==> src/rtl/seq_multiplier.sv <==
// Iterative radix-2 shift-add multiplier with valid/ready on both sides.
// Signed mode multiplies magnitudes and re-applies the sign at the end.
module seq_multiplier #(
    parameter int WIDTH = 4,
    parameter int CNT_W = $clog2(WIDTH + 1)
) (
    input  logic               clk,
    input  logic               rst_n,
    input  logic               in_valid,
    output logic               in_ready,
    input  logic               signed_mode,
    input  logic [WIDTH-1:0]   a,
    input  logic [WIDTH-1:0]   b,
    output logic               out_valid,
    input  logic               out_ready,
    output logic [2*WIDTH-1:0] product
);

    typedef enum logic [1:0] {IDLE = 2'd0, CALC = 2'd1, DONE = 2'd2} state_t;

    state_t               state_q, state_d;
    logic                 neg_q, neg_d;
    logic [WIDTH-1:0]     mcand_q, mcand_d;
    logic [WIDTH-1:0]     acc_q, acc_d;       // upper half of the running product
    logic [WIDTH-1:0]     mplier_q, mplier_d; // lower half; multiplier bits shift out
    logic [CNT_W-1:0]     cnt_q, cnt_d;
    logic [2*WIDTH-1:0]   prod_q, prod_d;

    logic [WIDTH-1:0]     a_mag, b_mag;
    logic [WIDTH:0]       sum;
    logic [2*WIDTH-1:0]   mag;

    // -2^(W-1) negates to itself, which read as unsigned is the correct magnitude.
    assign a_mag = (signed_mode && a[WIDTH-1]) ? -a : a;
    assign b_mag = (signed_mode && b[WIDTH-1]) ? -b : b;

    // Carry out of the add is kept and shifted back into the accumulator.
    assign sum = {1'b0, acc_q} + {1'b0, mcand_q & {WIDTH{mplier_q[0]}}};
    assign mag = {sum, mplier_q[WIDTH-1:1]};

    assign in_ready  = (state_q == IDLE);
    assign out_valid = (state_q == DONE);
    assign product   = prod_q;

    // State and datapath registers
    always_ff @(posedge clk or negedge rst_n) begin
        if (!rst_n) begin
            state_q  <= IDLE;
            neg_q    <= 1'b0;
            mcand_q  <= '0;
            acc_q    <= '0;
            mplier_q <= '0;
            cnt_q    <= '0;
            prod_q   <= '0;
        end else begin
            state_q  <= state_d;
            neg_q    <= neg_d;
            mcand_q  <= mcand_d;
            acc_q    <= acc_d;
            mplier_q <= mplier_d;
            cnt_q    <= cnt_d;
            prod_q   <= prod_d;
        end
    end

    // Next-state: accept in IDLE, one shift-add step per CALC edge, drain in DONE
    always_comb begin
        state_d  = state_q;
        neg_d    = neg_q;
        mcand_d  = mcand_q;
        acc_d    = acc_q;
        mplier_d = mplier_q;
        cnt_d    = cnt_q;
        prod_d   = prod_q;
        case (state_q)
            IDLE: begin
                if (in_valid) begin
                    neg_d    = signed_mode & (a[WIDTH-1] ^ b[WIDTH-1]);
                    mcand_d  = a_mag;
                    mplier_d = b_mag;
                    acc_d    = '0;
                    cnt_d    = CNT_W'(WIDTH);
                    state_d  = CALC;
                end
            end
            CALC: begin
                acc_d    = sum[WIDTH:1];
                mplier_d = {sum[0], mplier_q[WIDTH-1:1]};
                cnt_d    = cnt_q - CNT_W'(1);
                if (cnt_q == CNT_W'(1)) begin
                    prod_d  = neg_q ? -mag : mag;
                    state_d = DONE;
                end
            end
            DONE: begin
                if (out_ready) state_d = IDLE;
            end
            default: state_d = IDLE;
        endcase
    end

endmodule

==> config.mk <==
export PLATFORM = sky130hd
export DESIGN_NAME = seq_multiplier
export DESIGN_NICKNAME = d
export VERILOG_FILES = /design/src/rtl/seq_multiplier.sv
export SDC_FILE = /design/constraint.sdc
export NUM_CORES = 1
export LEC_CHECK = 0
export CORE_ASPECT_RATIO = 1.1
export CORE_UTILIZATION = 59
export CTS_BUF_LIST = sky130_fd_sc_hd__clkbuf_2 sky130_fd_sc_hd__clkbuf_4 sky130_fd_sc_hd__clkbuf_8
export DETAILED_ROUTE_END_ITERATION = 6
export PLACE_DENSITY = 0.9
export SLEW_MARGIN = 30
export SYNTH_ARGS = -nofsm -noshare
export SYNTH_HDL_FRONTEND = slang
export SYNTH_SLANG_ARGS = --single-unit
==> constraint.sdc <==
create_clock -name clk -period 4.4 [get_ports clk]
set_clock_uncertainty 0.1 [all_clocks]
set_input_delay 0.88 -clock clk [delete_from_list [all_inputs] [get_ports clk]]
set_output_delay 0.88 -clock clk [all_outputs]
set_load 0.02 [all_outputs]
==> impl_results.html <==
<table>
<tr><th>Metric</th><th>Value</th></tr>
<tr><th colspan="2">Status</th></tr>
<tr><td>Outcome</td><td>finished clean</td></tr>
<tr><th colspan="2">Setup path</th></tr>
<tr><td>Category of cells accounting for the largest share of critical-path delay</td><td>buffers and inverters</td></tr>
<tr><td>Critical-path top delay cell</td><td>sky130_fd_sc_hd__clkdlybuf4s50_1</td></tr>
<tr><td>Critical path buffers and inverters</td><td>1</td></tr>
<tr><td>Crit-path cells</td><td>nor2_1 -&gt; clkdlybuf4s50_1</td></tr>
<tr><td>Longest individual stage delay on the worst path</td><td>0.64 ns</td></tr>
<tr><td>WS Path Type</td><td>reg -&gt; out</td></tr>
<tr><td>Required time worst endpoint</td><td>3.42 ns</td></tr>
<tr><td>Kind of start point of the critical path</td><td>flip-flop</td></tr>
<tr><td>WP data arrival</td><td>1.68 ns</td></tr>
<tr><td>Worst-path maximum fanout</td><td>9</td></tr>
<tr><td>Crit path capture type</td><td>output pin</td></tr>
<tr><th colspan="2">Synth</th></tr>
<tr><td>Sequential share of the synthesized area</td><td>43.6%</td></tr>
<tr><td>Unique cell type count in the Yosys netlist</td><td>37</td></tr>
<tr><td>Number of flip-flops and latches in the synthesized netlist</td><td>26</td></tr>
<tr><td>Top cells by area, synth</td><td>sky130_fd_sc_hd__dfrtp_1 (44%), sky130_fd_sc_hd__ha_1 (7.6%), sky130_fd_sc_hd__o21ai_0 (6.7%)</td></tr>
<tr><td>Number of warnings issued by yosys</td><td>0</td></tr>
<tr><td>Synth top area share</td><td>43.6%</td></tr>
<tr><td>Yosys top cell by area</td><td>sky130_fd_sc_hd__dfrtp_1</td></tr>
<tr><td>Number of enable-type register cells in the synthesized netlist</td><td>0</td></tr>
<tr><td>Synth Net Count</td><td>180</td></tr>
<tr><td>Avg Synthesized Cell Area</td><td>9.50 um^2</td></tr>
<tr><td>Mapped cell area</td><td>1490 um^2</td></tr>
<tr><td>Proportion of synthesized flip-flops having asynchronous set or reset</td><td>100%</td></tr>
<tr><td>Most common flop cell mapped by yosys</td><td>sky130_fd_sc_hd__dfrtp_1</td></tr>
<tr><td>Post-synthesis cell count</td><td>157</td></tr>
<tr><th colspan="2">Pwr</th></tr>
<tr><td>Worst IR Drop VDD</td><td>about 380 uV</td></tr>
<tr><td>Clock share of power</td><td>10.7%</td></tr>
<tr><td>Internal</td><td>roughly 0.65 mW</td></tr>
<tr><td>Fraction of power spent switching nets</td><td>about 42%</td></tr>
<tr><td>Total power density per cell area</td><td>about 640 nW/um^2</td></tr>
<tr><td>Combinational Power Share</td><td>approximately half</td></tr>
<tr><td>Power share of the sequential group</td><td>38.2%</td></tr>
<tr><td>Lkg Pwr</td><td>0.818 nW</td></tr>
<tr><td>Power dissipated by switching net loads</td><td>0.476 mW</td></tr>
<tr><th colspan="2">CTS</th></tr>
<tr><td>Number of buffers created by CTS</td><td>3</td></tr>
<tr><td>TritonCTS clock tree</td><td>built</td></tr>
<tr><td>Total clock sinks</td><td>26</td></tr>
<tr><td>CTS clock-pin slew for the worst setup and hold paths</td><td>0.14 ns</td></tr>
<tr><td>Maximum root-to-sink buffer count</td><td>2</td></tr>
<tr><td>H-tree Lvls</td><td>1</td></tr>
<tr><td>CTS hold repair buffers</td><td>0</td></tr>
<tr><td>Number of post-CTS setup repair buffers</td><td>0</td></tr>
<tr><td>Master cell of the clock root buffer</td><td>sky130_fd_sc_hd__clkbuf_4</td></tr>
<tr><td>Post-CTS resize count</td><td>0</td></tr>
<tr><td>Clock latency at the later pin of the worst-skew pair</td><td>~0.32 ns</td></tr>
<tr><th colspan="2">Floorplan</th></tr>
<tr><td>Core Rows</td><td>18</td></tr>
<tr><td>Overall die height</td><td>54.7 um</td></tr>
<tr><td>I/O pin count</td><td>23</td></tr>
<tr><td>Floorplan Core Area</td><td>2320 um^2</td></tr>
<tr><td>Horizontal extent of the die</td><td>49.9 um</td></tr>
<tr><td>Initial Util</td><td>64.3%</td></tr>
<tr><td>Floorplan die area</td><td>2730 um^2</td></tr>
<tr><th colspan="2">Timing</th></tr>
<tr><td>Peak Freq</td><td>between 300 and 400 MHz</td></tr>
<tr><td>Period utilization</td><td>60.4%</td></tr>
<tr><td>Final-layout setup total negative slack</td><td>0 ns</td></tr>
<tr><td>Post-route minimum period</td><td>between 2 and 3 ns</td></tr>
<tr><td>Number of endpoints failing setup at the final stage</td><td>0</td></tr>
<tr><td>Hold Fails Final Rpt</td><td>0</td></tr>
<tr><td>Count of pins over their slew limit</td><td>0</td></tr>
<tr><td>Setup repair after global routing missed its margin</td><td>false</td></tr>
<tr><td>Relative max-transition margin</td><td>55.4%</td></tr>
<tr><td>Slew @ Worst Pin</td><td>0.665 ns</td></tr>
<tr><th colspan="2">Routing</th></tr>
<tr><td>WL final</td><td>2790 um</td></tr>
<tr><td>Average via count per standard cell</td><td>5.60</td></tr>
<tr><td>Detailed-route via count</td><td>1165</td></tr>
<tr><td>Number of remaining DRC errors</td><td>0</td></tr>
<tr><td>Antenna-violating nets left</td><td>0</td></tr>
<tr><td>DR iter-0 viols</td><td>29</td></tr>
<tr><td>Detail-routed net length per standard cell</td><td>13.4 um</td></tr>
<tr><td>Length of the first detailed-routing pass in iterations</td><td>5</td></tr>
<tr><th colspan="2">Hold path</th></tr>
<tr><td>Hold crit path type</td><td>reg -&gt; reg</td></tr>
<tr><th colspan="2">Layout</th></tr>
<tr><td>Leading cell type in the layout, fill and taps excluded</td><td>sky130_fd_sc_hd__dfrtp_1</td></tr>
<tr><td>Area of the multi-input gates</td><td>approximately 770 um^2</td></tr>
<tr><td>Utilization after layout</td><td>between 70% and 80%</td></tr>
<tr><td>Fill cell instance count of the final layout</td><td>roughly 170</td></tr>
<tr><td>Fraction of layout instances using a drive strength above 1</td><td>5.06%</td></tr>
<tr><td>Layout net count</td><td>202</td></tr>
<tr><td>Non-filler cells, final</td><td>208</td></tr>
<tr><td>Growth of design area from synthesis to finish</td><td>18.0%</td></tr>
<tr><td>Number of diodes added for antenna fixing</td><td>0</td></tr>
<tr><td>Register area</td><td>approximately 650 um^2</td></tr>
<tr><td>Most frequent cells in the layout</td><td>sky130_fd_sc_hd__dfrtp_1 (26), sky130_fd_sc_hd__nand2_1 (24), sky130_fd_sc_hd__clkdlybuf4s50_1 (21)</td></tr>
<tr><th colspan="2">Job</th></tr>
<tr><td>Maximum capacitance violations</td><td>0</td></tr>
<tr><th colspan="2">Global routing</th></tr>
<tr><td>Number of antenna violations at the first check in global routing</td><td>0</td></tr>
<tr><td>Total track usage</td><td>23.8%</td></tr>
<tr><td>Congestion Overflow GR</td><td>0</td></tr>
<tr><td>Vias in the first global route</td><td>roughly 1100</td></tr>
<tr><td>Wire length of the first global-routing pass</td><td>4790 um</td></tr>
<tr><td>Pin count of the biggest net entering global routing</td><td>27</td></tr>
<tr><th colspan="2">Place</th></tr>
<tr><td>Buffers added on ports</td><td>22</td></tr>
<tr><td>HPWL Detailed</td><td>2190 um</td></tr>
<tr><td>Final weighted congestion in routability-driven placement</td><td>0.824</td></tr>
<tr><td>Cell count after placement</td><td>204</td></tr>
</table>
[cell type report]
type	count	area share [%]
Clock buffer	4	2.06
Sequential cell	26	37.0
Inverter	12	2.56
Multi-Input combinational cell	114	44.0
Tap cell	30	2.13
Timing Repair Buffer	22	12.2
[power groups by stage]
stage / clock network, mW / registers (mW) / logic (mW)
6_report: 0.121 / 0.432 / 0.578
5_1_grt: 0.128 / 0.447 / 0.643
4_1_cts: 0.121 / 0.431 / 0.580
3_5_place_dp: 0 / 0.436 / 0.580
3_3_place_gp: 0 / 0.426 / 0.552
2_1_floorplan: 0 / 0.447 / 0.376
[kinds of logic (layout without fill, tap and decap cells)]
logic type / after synthesis / count (layout) / synth area share (%)
xor+xnor: 9 / 9 / 6.21
compound gates: 44 / 44 / 18.5
flops: 26 / 26 / 43.6
buf+inv: 17 / 38 / 4.45
mux: 3 / 3 / 2.01
simple gates: 48 / 48 / 16.4
fa+ha+maj: 10 / 10 / 8.89
[synth_stat cells (2+ instances only)]
cell type	n
sky130_fd_sc_hd__mux2i_1	3
sky130_fd_sc_hd__nand2b_1	2
sky130_fd_sc_hd__a22oi_1	4
sky130_fd_sc_hd__ha_1	9
sky130_fd_sc_hd__o211ai_1	2
sky130_fd_sc_hd__nor2_1	3
sky130_fd_sc_hd__dfrtp_1	26
sky130_fd_sc_hd__a21oi_1	6
sky130_fd_sc_hd__nand4bb_1	2
sky130_fd_sc_hd__a22o_1	2
sky130_fd_sc_hd__nand2_1	24
sky130_fd_sc_hd__o21ai_0	20
sky130_fd_sc_hd__xor2_1	5
sky130_fd_sc_hd__inv_1	12
sky130_fd_sc_hd__nor2b_1	2
sky130_fd_sc_hd__and2_1	5
sky130_fd_sc_hd__buf_2	2
sky130_fd_sc_hd__o31ai_1	3
sky130_fd_sc_hd__nand3_1	3
sky130_fd_sc_hd__xnor2_1	3
sky130_fd_sc_hd__clkbuf_1	3
[per-stage QoR]
step | hold slack [ns] | setup WS [ns] | area, um^2 | power [mW]
after detailed placement | 0.369 | 2.03 | 1720 | 1.02
after global placement | 0.357 | 2.09 | 1730 | 0.978
after CTS | 0.400 | 1.74 | 1760 | 1.13
after global routing | 0.428 | 1.64 | 1760 | 1.22
after floorplan | 0.342 | 2.30 | 1490 | 0.823
final | 0.397 | 1.74 | 1760 | 1.13
[per-layer routing]
layer | up-vias | wire length (um) | global-route usage, %
li1 | 588 | - | -
met1 | 546 | 1210 | 27.8
met2 | 27 | 1490 | 45.0
met3 | 4 | 50 | 1.67
met4 | 0 | 41 | 11.9
met5 | - | 0 | 0
[state kept, by name, indices dropped and copies added, names as in the netlist]
register  count
mcand_q       4
state_q       2
neg_q         1
acc_q         4
product       8
cnt_q         3
mplier_q      4
[worst min-delay path, cell delays in order (launching register included)]
cell and delay (ns):
sky130_fd_sc_hd__dfrtp_1 0.37, sky130_fd_sc_hd__nand2_1 0.05, sky130_fd_sc_hd__o21ai_0 0.06
[final timing paths]
| path | startpoint | to | slack [ns] | cells past startpoint |
|---|---|---|---|---|
| worst max-delay path | state_q[0]$_DFFE_PN0P_ | in_ready | 1.74 | 2 |
| worst min-delay path | product[2]$_DFFE_PN0P_ | product[2]$_DFFE_PN0P_ | 0.40 | 2 |
| worst max register to register | mplier_q[0]$_DFFE_PN0P_ | product[7]$_DFFE_PN0P_ | 2.02 | 7 |
| worst min register to register | product[2]$_DFFE_PN0P_ | product[2]$_DFFE_PN0P_ | 0.40 | 2 |
| max in group asynchronous | rst_n | mcand_q[1]$_DFFE_PN0P_ | 3.41 | 1 |
| min in group asynchronous | rst_n | product[2]$_DFFE_PN0P_ | 0.43 | 1 |
Note: power is estimated with default switching activity, not from simulation.
